### config.mk
export PLATFORM = sky130hd
export DESIGN_NAME = axis_sync_fifo_lvl_flat
export DESIGN_NICKNAME = d
export VERILOG_FILES = /design/src/rtl/axis_fifo_pkg.sv /design/src/rtl/axis_if.sv /design/src/rtl/ram_async.sv /design/src/rtl/axis_sync_fifo_lvl.sv /design/src/flat_wrapper.sv
export SDC_FILE = /design/constraint.sdc
export NUM_CORES = 1
export LEC_CHECK = 0
export ABC_AREA = 1
export BUFFER_PORTS_ARGS = -buffer_cell sky130_fd_sc_hd__buf_2
export CELL_PAD_IN_SITES_DETAIL_PLACEMENT = 0
export CELL_PAD_IN_SITES_GLOBAL_PLACEMENT = 1
export CORE_ASPECT_RATIO = 1.2
export CORE_MARGIN = 8
export CORE_UTILIZATION = 44
export CTS_BUF_LIST = sky130_fd_sc_hd__clkbuf_2 sky130_fd_sc_hd__clkbuf_4 sky130_fd_sc_hd__clkbuf_8
export DETAILED_ROUTE_END_ITERATION = 16
export PLACE_DENSITY_LB_ADDON = 0.1
export SYNTH_ARGS = -nofsm -noshare
export SYNTH_HDL_FRONTEND = slang
export SYNTH_SLANG_ARGS = --single-unit
### constraint.sdc
create_clock -name clk -period 2.26 [get_ports clk]
set_input_delay 0.226 -clock clk [delete_from_list [all_inputs] [get_ports clk]]
set_output_delay 0.226 -clock clk [all_outputs]
set_load 0.005 [all_outputs]
### src/rtl/axis_fifo_pkg.sv
// Sizing helpers shared by the synchronous AXI-Stream FIFO family.
package axis_fifo_pkg;

    function automatic int fifo_cw(input int depth);
        return $clog2(depth + 32'sd1);
    endfunction

    function automatic int fifo_aw(input int depth);
        int aw;
        aw = $clog2(depth - 32'sd1);
        return (aw < 32'sd1) ? 32'sd1 : aw;
    endfunction

endpackage

### src/rtl/axis_if.sv
// Minimal AXI-Stream channel: valid/ready handshake carrying tdata.
interface axis_if #(
    parameter int TDATA_WIDTH = 8
) ();
    logic                   tvalid;
    logic                   tready;
    logic [TDATA_WIDTH-1:0] tdata;

    modport m (output tvalid, output tdata, input tready);
    modport s (input tvalid, input tdata, output tready);
endinterface

### src/rtl/ram_async.sv
// Register-file RAM: synchronous write, asynchronous (combinational) read.
module ram_async #(
    parameter int DW    = 8,
    parameter int AW    = 1,
    parameter int DEPTH = 2
) (
    input  logic          clk,
    input  logic          we,
    input  logic [AW-1:0] waddr,
    input  logic [DW-1:0] wdata,
    input  logic [AW-1:0] raddr,
    output logic [DW-1:0] rdata
);
    logic [DW-1:0] mem_r [DEPTH];

    // Storage write port
    always_ff @(posedge clk) begin
        if (we) begin
            mem_r[waddr] <= wdata;
        end
    end

    assign rdata = mem_r[raddr];
endmodule

### src/rtl/axis_sync_fifo_lvl.sv
// Synchronous AXI-Stream FIFO of any DEPTH >= 2 with a registered output stage,
// occupancy level, programmable almost-full/almost-empty flags and a flush input.
module axis_sync_fifo_lvl
    import axis_fifo_pkg::*;
#(
    parameter int DEPTH         = 4,
    parameter int AFULL_THRESH  = DEPTH - 1,
    parameter int AEMPTY_THRESH = 1
) (
    input  logic                      clk,
    input  logic                      rst,
    axis_if.m                         axis_mif,
    axis_if.s                         axis_sif,
    input  logic                      invalidate,
    output logic [fifo_cw(DEPTH)-1:0] level,
    output logic                      almost_full,
    output logic                      almost_empty
);
    localparam int CW        = fifo_cw(DEPTH);
    localparam int AW        = fifo_aw(DEPTH);
    localparam int RAM_DEPTH = DEPTH - 1;
    localparam int DW        = $bits(axis_mif.tdata);
    localparam int SW        = $bits(axis_sif.tdata);

    localparam logic [CW-1:0] DEPTH_C  = CW'(DEPTH);
    localparam logic [CW-1:0] AFULL_C  = CW'(AFULL_THRESH);
    localparam logic [CW-1:0] AEMPTY_C = CW'(AEMPTY_THRESH);
    localparam logic [AW-1:0] PTR_LAST = AW'(DEPTH - 2);

    if (DEPTH < 2) begin : g_chk_depth
        $fatal(1, "axis_sync_fifo_lvl: DEPTH must be >= 2");
    end
    if ((AFULL_THRESH < 1) || (AFULL_THRESH > DEPTH)) begin : g_chk_afull
        $fatal(1, "axis_sync_fifo_lvl: AFULL_THRESH out of range 1..DEPTH");
    end
    if ((AEMPTY_THRESH < 0) || (AEMPTY_THRESH > DEPTH - 1)) begin : g_chk_aempty
        $fatal(1, "axis_sync_fifo_lvl: AEMPTY_THRESH out of range 0..DEPTH-1");
    end
    if (DW != SW) begin : g_chk_width
        $fatal(1, "axis_sync_fifo_lvl: TDATA_WIDTH of axis_mif and axis_sif differ");
    end

    // RAM holds DEPTH-1 entries, so the pointers wrap at DEPTH-2 rather than at 2^AW.
    function automatic logic [AW-1:0] ptr_inc(input logic [AW-1:0] ptr);
        logic [AW-1:0] nxt;
        if (ptr == PTR_LAST) begin
            nxt = '0;
        end else begin
            nxt = ptr + AW'(1);
        end
        return nxt;
    endfunction

    logic          tvalid_r, tvalid_d;
    logic [DW-1:0] tdata_r,  tdata_d;
    logic          tready_r, tready_d;
    logic [CW-1:0] count_r,  count_d;
    logic [AW-1:0] wptr_r,   wptr_d;
    logic [AW-1:0] rptr_r,   rptr_d;

    logic          push_s;
    logic          pop_s;
    logic [CW-1:0] ram_cnt_s;
    logic          ram_empty_s;
    logic          to_out_s;
    logic          ram_we_s;
    logic [DW-1:0] ram_rdata_s;

    assign push_s      = axis_sif.tvalid && tready_r;
    assign pop_s       = tvalid_r && axis_mif.tready;
    assign ram_cnt_s   = count_r - CW'(tvalid_r);
    assign ram_empty_s = (ram_cnt_s == '0);
    // Fall-through only when nothing older is queued in the RAM.
    assign to_out_s    = push_s && (!tvalid_r || pop_s) && ram_empty_s;
    assign ram_we_s    = push_s && !to_out_s && !invalidate && !rst;

    ram_async #(
        .DW    (DW),
        .AW    (AW),
        .DEPTH (RAM_DEPTH)
    ) u_ram (
        .clk   (clk),
        .we    (ram_we_s),
        .waddr (wptr_r),
        .wdata (axis_sif.tdata),
        .raddr (rptr_r),
        .rdata (ram_rdata_s)
    );

    // Next-state for occupancy, pointers and the output register
    always_comb begin
        count_d  = count_r;
        wptr_d   = wptr_r;
        rptr_d   = rptr_r;
        tvalid_d = tvalid_r;
        tdata_d  = tdata_r;
        if (invalidate) begin
            count_d  = '0;
            wptr_d   = '0;
            rptr_d   = '0;
            tvalid_d = 1'b0;
        end else begin
            case ({push_s, pop_s})
                2'b10:   count_d = count_r + CW'(1);
                2'b01:   count_d = count_r - CW'(1);
                default: count_d = count_r;
            endcase
            if (ram_we_s) begin
                wptr_d = ptr_inc(wptr_r);
            end else begin
                wptr_d = wptr_r;
            end
            if (pop_s) begin
                if (!ram_empty_s) begin
                    tvalid_d = 1'b1;
                    tdata_d  = ram_rdata_s;
                    rptr_d   = ptr_inc(rptr_r);
                end else if (push_s) begin
                    tvalid_d = 1'b1;
                    tdata_d  = axis_sif.tdata;
                end else begin
                    tvalid_d = 1'b0;
                end
            end else if (to_out_s) begin
                tvalid_d = 1'b1;
                tdata_d  = axis_sif.tdata;
            end else begin
                tvalid_d = tvalid_r;
            end
        end
        tready_d = (count_d < DEPTH_C);
    end

    // State registers with synchronous reset
    always_ff @(posedge clk) begin
        if (rst) begin
            tvalid_r <= 1'b0;
            tdata_r  <= '0;
            tready_r <= 1'b0;
            count_r  <= '0;
            wptr_r   <= '0;
            rptr_r   <= '0;
        end else begin
            tvalid_r <= tvalid_d;
            tdata_r  <= tdata_d;
            tready_r <= tready_d;
            count_r  <= count_d;
            wptr_r   <= wptr_d;
            rptr_r   <= rptr_d;
        end
    end

    assign axis_mif.tvalid = tvalid_r;
    assign axis_mif.tdata  = tdata_r;
    assign axis_sif.tready = tready_r;

    assign level        = count_r;
    assign almost_full  = (count_r >= AFULL_C);
    assign almost_empty = (count_r <= AEMPTY_C);
endmodule

### src/flat_wrapper.sv
// flat-port wrapper written by rule: the top's interface ports become plain ports
module axis_sync_fifo_lvl_flat import axis_fifo_pkg::*;
#(
    parameter int DEPTH         = 4,
    parameter int AFULL_THRESH  = DEPTH - 1,
    parameter int AEMPTY_THRESH = 1
)
  (clk, rst, invalidate, level, almost_full, almost_empty, axis_mif_tvalid, axis_mif_tdata, axis_mif_tready, axis_sif_tvalid, axis_sif_tdata, axis_sif_tready);
  axis_if #(.TDATA_WIDTH(8)) axis_mif_i ();
  axis_if #(.TDATA_WIDTH(8)) axis_sif_i ();
  input  logic clk;
  input  logic rst;
  input  logic invalidate;
  output logic [fifo_cw(DEPTH)-1:0] level;
  output logic almost_full;
  output logic almost_empty;
  output wire logic [$bits(axis_mif_i.tvalid)-1:0] axis_mif_tvalid;
  output wire logic [$bits(axis_mif_i.tdata)-1:0] axis_mif_tdata;
  input wire logic [$bits(axis_mif_i.tready)-1:0] axis_mif_tready;
  input wire logic [$bits(axis_sif_i.tvalid)-1:0] axis_sif_tvalid;
  input wire logic [$bits(axis_sif_i.tdata)-1:0] axis_sif_tdata;
  output wire logic [$bits(axis_sif_i.tready)-1:0] axis_sif_tready;
  assign axis_mif_tvalid = axis_mif_i.tvalid;
  assign axis_mif_tdata = axis_mif_i.tdata;
  assign axis_mif_i.tready = axis_mif_tready;
  assign axis_sif_i.tvalid = axis_sif_tvalid;
  assign axis_sif_i.tdata = axis_sif_tdata;
  assign axis_sif_tready = axis_sif_i.tready;
  axis_sync_fifo_lvl #(.DEPTH(DEPTH), .AFULL_THRESH(AFULL_THRESH), .AEMPTY_THRESH(AEMPTY_THRESH)) u_core (.clk(clk), .rst(rst), .axis_mif(axis_mif_i), .axis_sif(axis_sif_i), .invalidate(invalidate), .level(level), .almost_full(almost_full), .almost_empty(almost_empty));
endmodule
Word-level counts from Yosys, hierarchy flattened
Memories as Yosys holds them, arrays and structs flattened. A register that Yosys moved wholly into a read port is not among the register bits. Cells that the tools add are included.

Flip-flop bits (word level): 17. Memory bits (writable): 24. Input port bits: 13. Output and inout port bits: 15. Logic and storage cells: 55. Memories: 1.

Memory list: u_core.u_ram.mem_r (words 3, bits a word 8, rd ports 1, clocked after Yosys merged registers in 1, wr ports 1, RTL line ram_async.sv:14) `logic [DW-1:0] mem_r [DEPTH];`.

$add $sub $neg: 5. $lt $le $gt $ge: 3. Equality and inequality tests: 5. Multiplexer cells: 16. Bitwise gates (word level): 2. Reductions and logical operators: 17.

Operator list (count): two-way mux 8 bit (4); two-way mux 2 bit (4); logical AND 1 bit (7); equality test 2 bit (second input constant) (3); two-way mux 1 bit (6); one-hot mux 3 bit (2 select lines) (1); adder 2 x 1 -> 2 bit (second input constant) (2); logical NOT 1 bit (4); adder 3 x 1 -> 3 bit (second input constant) (1); >= comparator 3 x 2 -> 1 bit (second input constant) (1); less-or-equal comparator 3 x 1 -> 1 bit (second input constant) (1); logical NOT 3 bit (1); less-than comparator 3 bit (second input constant) (1); two-way mux 3 bit (1); inequality test 3 x 2 -> 1 bit (second input constant) (1); AND reduction 3 bit (1); subtractor 3 x 1 -> 3 bit (1); subtractor 3 x 1 -> 3 bit (second input constant) (1); equality test 2 x 1 -> 1 bit (second input constant) (1); NOT 1 bit (2); AND reduction 2 bit (1); nonzero test 2 bit (1); OR reduction 2 bit (1); logical OR 1 bit (1).

Longest topological paths before layout
Gate-level depths: netlist (run 1).

Depth in word-level cells: 10. Gate-level depth with buffers: 11. Gate-level depth less buffers: 10.

Cells and area by module
A second synthesis (run 1) with hierarchy kept.

Cell total of the unflattened synthesis: 248. Area total of the unflattened synthesis: 2021.9 µm².

By module, submodules not included: axis_sync_fifo_lvl (instances 1, cells each 159, area each 1037.2 µm², seq. area each 340.3 µm²); ram_async (instances 1, cells each 89, area each 984.7 µm², seq. area each 720.7 µm²).

Worst setup path before layout (run 1)
OpenSTA, ideal clock, no wires.

Path kind: register -> register. Start point: reg u_core.count_r[0], in the netlist u_core.level[0]. End point: mem u_core.u_ram.mem_r[2][0], enable pin. Setup time: 383 ps. Arrival: 1714 ps. Data required time: 1877 ps. Setup slack: 162 ps. Stages on the path, launching flop included: 8. Buffers on the path: 0. Clock period less this slack: 2098 ps. Cell sequence: dfxtp_1 inv_1 ha_1 nand2_1 nor2_1 nand3_1 nand2_1 nor3_1.

Longest elaborated chain between the ends: 9.

Ends and longest elaborated chain: start, declared (RTL line axis_sync_fifo_lvl.sv:57) `logic [CW-1:0] count_r, count_d;`; start signal, assigned (RTL line axis_sync_fifo_lvl.sv:147) `count_r <= count_d;`; subtractor 3 x 1 -> 3 bit (RTL line axis_sync_fifo_lvl.sv:71) `assign ram_cnt_s = count_r - CW'(tvalid_r);`; logical NOT 3 bit (RTL line axis_sync_fifo_lvl.sv:72) `assign ram_empty_s = (ram_cnt_s == '0);`; logical AND 1 bit (RTL line axis_sync_fifo_lvl.sv:74) `assign to_out_s = push_s && (!tvalid_r || pop_s) && ram_empty_s;`; logical NOT 1 bit (RTL line axis_sync_fifo_lvl.sv:75) `assign ram_we_s = push_s && !to_out_s && !invalidate && !rst;`; logical AND 1 bit (3 in a row) (RTL line axis_sync_fifo_lvl.sv:75); two-way mux 1 bit (RTL line ram_async.sv:18) `if (we) begin`; two-way mux 1 bit (implied by the code) (RTL line ram_async.sv:19) `mem_r[waddr] <= wdata;`; end, declared (RTL line ram_async.sv:14).

No other way between the ends.

Worst setup path in the final report (run 1)
Start point: reg u_core.count_r[0], in the netlist u_core.level[0]. End point: mem u_core.u_ram.mem_r[2][2], enable pin.

Same word-level chain as after synthesis.

==> metrics, run 1 <==
Die Y 89.8 um; clk root buf clkbuf_8; vias in the first global route 1465; Final GP Congestion 0.760; first-pass GRT wire length 6.80 mm; layout cells sized above 1 0.207; # DRC 0; Area Growth Syn to Fin 13.9%; CP delay by family, top simple AND/OR/NAND/NOR gates; CP max stage cell dfxtp_1; Syn Inst Count 229; Final Cycle Share 0.812; Syn Area/Cell 8.71 sq um; Largest stage delay, worst path 390 ps; cell count along the critical path 8; Post-synth EDFFs 24; post-CTS setup buffer count 0; post-cts resize count 0; Syn Nets 249; total net switching power 361 uW; reg2reg path depth 8; Initial Utilization 0.444; Crit path top cell by count nand2_1; reg2reg start u_core.level[0]; initial antenna violation count 0; Critical path origin u_core.level[0]; RSZ-0062 raised after global routing no; overall routing resource usage 0.121; Fin. Hold Viols 0; # rows 27; outcome complete, no violations; hold buffers post-CTS 0; PwrDens 659 nW/um^2; Seq pwr share 0.572; Hold Path Stages 2; Hold Startpoint rst; min cycle time layout 1830 ps; nets 280; Netlist cell types 24; Lkg Pwr 1.07 nW; Clk Latency, worst-skew pair 290 ps; Slew headroom 0.730; max-cap viol count 0; Critical Path Fanout Max 8; setup_tns 0 ps; transition time of the tightest slew-check pin 404 ps; Worst R2R Setup Slack 430 ps; VDD IR max 275 uV; Fillers 469; largest net degree at the start of global routing 21; ys async rst share 0; Clock Tree Buf Depth 2; WP data arrival 1840 ps; Comb power frac 0.103; multi-input logic area 742 sq um; Worst Path Required 2270 ps; I/O pin cnt 28; post-route ant nets 0; routed len/inst 12.4 um; # diodes 0; WS Path Type register to register; worst min path class input port to register; DRT Wirelength 3.94 mm; Worst-path clk slew 80 ps; TritonCTS clock tree yes; CP Buf/Inv Count 2; clk sinks 43; CP startpoint kind register; detailed-route via count 1455; Final Skew 7.58 ps; total grt overflow 0; Peak Freq 545 MHz; Seq/Total Area, Yosys 0.552; Sw Ratio 0.241; internal power 1.14 mW; DIE AREA 6960 sq um; DR iter-0 viols 68; width of the die 77.5 um; Slew Limit Fails 0; post-synth top area share 0.361; Synth Warn # 0; TritonCTS buffer count 5; dpl hpwl 2.99 mm; Total Power 1.50 mW; top cells by area, synth edfxtp_1 36%, dfxtp_1 19%, nand2_1 12%; most instantiated library cell after synthesis nand2_1; H-tree Lvls 2; critical path capture point type register; Synth Cell Area 2000 sq um; #FFs+latches synth 43; Top FF cell, synth edfxtp_1; DRT Pass-1 Iters 4; dominant cell type by area after synthesis edfxtp_1; Reg area 1100 sq um; clock network fraction of total power 0.325; I/O Buffers 27; Core ar. 4490 sq um; vias per cell 4.56; Critical Path, Cell by Cell inv_1 -> ha_1 -> nand2_1 -> nor2_1 -> nand3_1 -> nand2_1 -> nor3_1 -> buf_4; Post-synth top cells 63 x nand2_1, 28 x inv_1, 28 x nor2_1, 24 x edfxtp_1, 19 x dfxtp_1; Final setup viols 0
-- sequential cells by signal, summed over array words and instances (netlist names), named ones only --
register and count:
u_core.wptr_r 2, u_core.u_ram.mem_r 24, u_core.axis_sif.tready 1, u_core.axis_mif.tvalid 1, u_core.axis_mif.tdata 8, u_core.rptr_r 2, u_core.level 3
-- cells in the final DEF, fill, tap and decap left out --
master | Yosys | routed
clkinv_2 | 0 | 1
inv_1 | 28 | 28
ha_1 | 7 | 7
or2_2 | 9 | 9
buf_2 | 2 | 27
edfxtp_1 | 24 | 24
o21ai_1 | 6 | 6
nand3b_1 | 1 | 1
nand2_2 | 3 | 3
nor3_1 | 1 | 1
dfxtp_1 | 19 | 19
clkinv_4 | 0 | 1
a31oi_1 | 1 | 1
buf_4 | 2 | 2
o211ai_1 | 2 | 2
nand3_2 | 2 | 2
a21oi_1 | 8 | 8
inv_2 | 1 | 1
nand2_4 | 1 | 1
clkbuf_8 | 0 | 5
nand3_1 | 12 | 12
clkbuf_4 | 0 | 1
nand2_1 | 63 | 63
clkinv_1 | 2 | 2
o21ai_0 | 5 | 5
nor2_1 | 28 | 28
nand3_4 | 1 | 1
-- final timing paths --
check,endpoint
hold / removal,u_core.level[2]
hold reg to reg,u_core.wptr_r[1]
setup reg to reg,u_core.u_ram.mem_r[2][2]
setup / recovery,u_core.u_ram.mem_r[2][2]
-- per-layer routing --
layer  track usage  vias up  part of all wire
li1              -      789                 -
met1         0.126      641              0.42
met2         0.220       19              0.52
met3        0.0349        6             0.038
met4        0.0473        0             0.015
met5             0        -                 0
-- power groups by stage --
stage                     clock (mW)  sequential [mW]  combinational, mW
after detailed placement           0            0.876              0.157
after global routing           0.535            0.860              0.179
final                          0.486            0.857              0.154
after global placement             0            0.875              0.159
after CTS                      0.500            0.857              0.158
after floorplan                    0            0.877             0.0994
-- cell type report --
cell class / count / share of cell area
Clock buffer: 6 / 0.0336
Clock inverter: 2 / 0.00606
Inverter: 31 / 0.0512
Multi-Input combinational cell: 150 / 0.327
Sequential cell: 43 / 0.485
Tap cell: 58 / 0.0319
Timing Repair Buffer: 29 / 0.0661
-- per-stage QoR --
step	setup WS [ps]	hold slack, ps	area [sq um]	cells	utilization
final	425	127	2270	319	0.506
after global routing	241	134	2270	319	0.506
after CTS	409	124	2270	319	0.506
after detailed placement	418	433	2180	311	0.486
after global placement	476	432	2180	311	0.486
after floorplan	162	298	2000	229	-
-- cell families (layout without fill, tap and decap cells) --
group	after synthesis	in the layout	share of synthesized area
AO/OA/AOI/OAI	22	22	0.0583
adder cells (fa/ha/maj)	7	7	0.0439
buffers and inverters	36	68	0.0765
flip-flops	43	43	0.552
AND/OR/NAND/NOR	121	121	0.270
No activity file was read; power rests on OpenSTA's default activity.
==> inputs of run 2 (changes only) <==
ABC_AREA = 0   (was 1)
CORE_UTILIZATION = 47   (was 44)
clock period = 1.9 ns   (was 2.26 ns; I/O delays follow)
==> run 2 against run 1 <==
Against the previous run:
- utilization up 10 points
- setup slack lost 350 ps
- register-to-register slack got worse by 350 ps
- die area is 7.2% lower
- sequential share of layout area is 2.3 points lower
- non-clock buffer count grew 14
- critical path depth down 2
- combinational power increased by 21%
- sequential power grew 18%
- power increased by 27%
- maximum frequency is 0.34% higher
- critical path type unchanged
- highest routed layer unchanged
==> metrics, run 2 <==
dpl ws -48.7 ps; TritonCTS clock tree yes; most instantiated library cell after synthesis nand2_1; initial antenna violation count 0; reg2reg path depth 6; Slew headroom 0.671; H-tree Lvls 2; Top FF cell, synth edfxtp_1; max FFs per register 24; Lkg Pwr 0.877 nW; hold buffers post-CTS 0; I/O Buffers 27; commonest non-fill, non-tap cell in the layout nand2_1; PwrDens 794 nW/um^2; Fillers 348; first-pass GRT wire length 6.88 mm; Seq/Total Area, Yosys 0.567; top cells by area, synth edfxtp_1 37%, dfxtp_1 20%, a311oi_2 6.2%; nets 229; Final WS setup 71.4 ps; TritonCTS buffer count 5; overall routing resource usage 0.144; critical path capture point type register; Worst Hold End u_core.u_ram.mem_r[1][1]; Hold Path Stages 1; Slew Limit Fails 0; Die Y 86.4 um; ys async rst share 0; outcome complete, no violations; vias in the first global route 1489; Final Skew 6.53 ps; dominant cell type by area after synthesis edfxtp_1; Largest Register u_core.u_ram.mem_r; layout cells sized above 1 0.348; WP data arrival 1850 ps; RSZ-0062 raised after global routing no; Critical Path Fanout Max 6; Hold Startpoint axis_sif_tdata[1]; width of the die 74.7 um; Peak Freq 547 MHz; vias per cell 5.37; Syn Area/Cell 11.6 sq um; dpl hpwl 3.45 mm; Worst Path Required 1920 ps; DRT Wirelength 4.47 mm; DIE AREA 6460 sq um; clk sinks 43; # DRC 0; WS Path Type register to register; Critical path origin u_core.level[0]; Final setup viols 0; worst min path class input port to register; highest-count cells in the layout ignoring fill and taps 29 x nand2_1, 27 x buf_2, 24 x edfxtp_1; Clock Tree Buf Depth 2; Post-synth EDFFs 24; # rows 25; Synth Warn # 0; largest net degree at the start of global routing 17; r2r endpoint u_core.u_ram.mem_r[2][4]; I/O pin cnt 28; Total Power 1.90 mW; Final GP Congestion 0.809; CP startpoint kind register; routed len/inst 16.9 um; #FFs+latches synth 43; clk root buf clkbuf_8; Post-synth top cells 29 x nand2_1, 24 x edfxtp_1, 19 x dfxtp_1, 11 x o21ai_0; DP Area 2270 sq um; # diodes 0; post-route ant nets 0; min cycle time layout 1830 ps; DR iter-0 viols 73; Core ar. 3940 sq um; VDD IR max 374 uV; transition time of the tightest slew-check pin 493 ps; Syn Inst Count 168; Worst-path clk slew 80 ps; total grt overflow 0; Final Cycle Share 0.962; max-cap viol count 0; Worst R2R Setup Slack 70 ps; Initial Utilization 0.493; design area 2400 sq um; Clk Latency, worst-skew pair 300 ps; Netlist cell types 32; DRT Pass-1 Iters 4; detailed-route via count 1417; fin util 0.609; Area Growth Syn to Fin 23.4%; Fin. Hold Viols 0; reg2reg start u_core.level[0]; Worst Hold Margin 131 ps; post-CTS setup buffer count 0; Syn Nets 188; Synth Cell Area 1940 sq um; post-synth top area share 0.371
==> run 2: worst max-delay path, cell delays in order, from the launching register on <==
cell	delay, ps
dfxtp_4	370
inv_4	40
ha_4	200
nor2b_4	140
a311o_2	400
nor3b_4	230
buf_4	170
==> run 2: repair_timing <==
item                       CTS  global route
pin swaps                    1             0
setup endpoints to repair   33            26
gates resized for setup      1             3
==> run 2: worst max-delay path by stage <==
stage / endpoint / depth (start not counted)
after floorplan: u_core.u_ram.mem_r[1][0] / 6
after global routing: u_core.u_ram.mem_r[2][7] / 6
after global placement: u_core.u_ram.mem_r[1][2] / 6
final: u_core.u_ram.mem_r[2][4] / 6
after CTS: u_core.u_ram.mem_r[1][2] / 6
after detailed placement: u_core.u_ram.mem_r[1][0] / 6
==> run 2: cell type report <==
cell class / instances / area [sq um] / area share
clock buffers: 5 / 68.8 / 0.0287
clock inverters: 3 / 43.8 / 0.0183
inverters: 5 / 21.3 / 0.00887
multi-input cells: 111 / 820 / 0.342
flip-flops and latches: 43 / 1110 / 0.461
well taps: 54 / 67.6 / 0.0282
repair buffers: 43 / 272 / 0.113
==> run 2: cells by family (layout without fill, tap and decap cells) <==
kind of cell             after synthesis  in the layout  share of synthesized area
multiplexers                           8              8                     0.0412
adder cells (fa/ha/maj)                7              7                     0.0451
buffers and inverters                 14             56                     0.0354
AND/OR/NAND/NOR                       51             51                      0.127
XOR/XNOR                               1              1                    0.00837
AO/OA/AOI/OAI                         44             44                      0.176
flip-flops                            43             43                      0.567
==> run 2: power breakdown <==
part / switching [mW] / internal, mW
Combinational: 0.104 / 0.0812
Sequential: 0.0119 / 0.999
Clock: 0.317 / 0.391
Total: 0.433 / 1.47
==> run 2: metal layers <==
metal  track usage  vias up  wire (um)
met5             0        -          0
met4        0.0625        0         75
met3        0.0416        8        225
met2         0.272       31       2550
met1         0.136      677       1630
li1              -      701          -
==> run 2: through the flow <==
step	TNS, ps	instances
floorplan	-3250	168
global placement	-140	256
detailed placement	-639	256
CTS	0	264
global route	0	264
finish	0	264
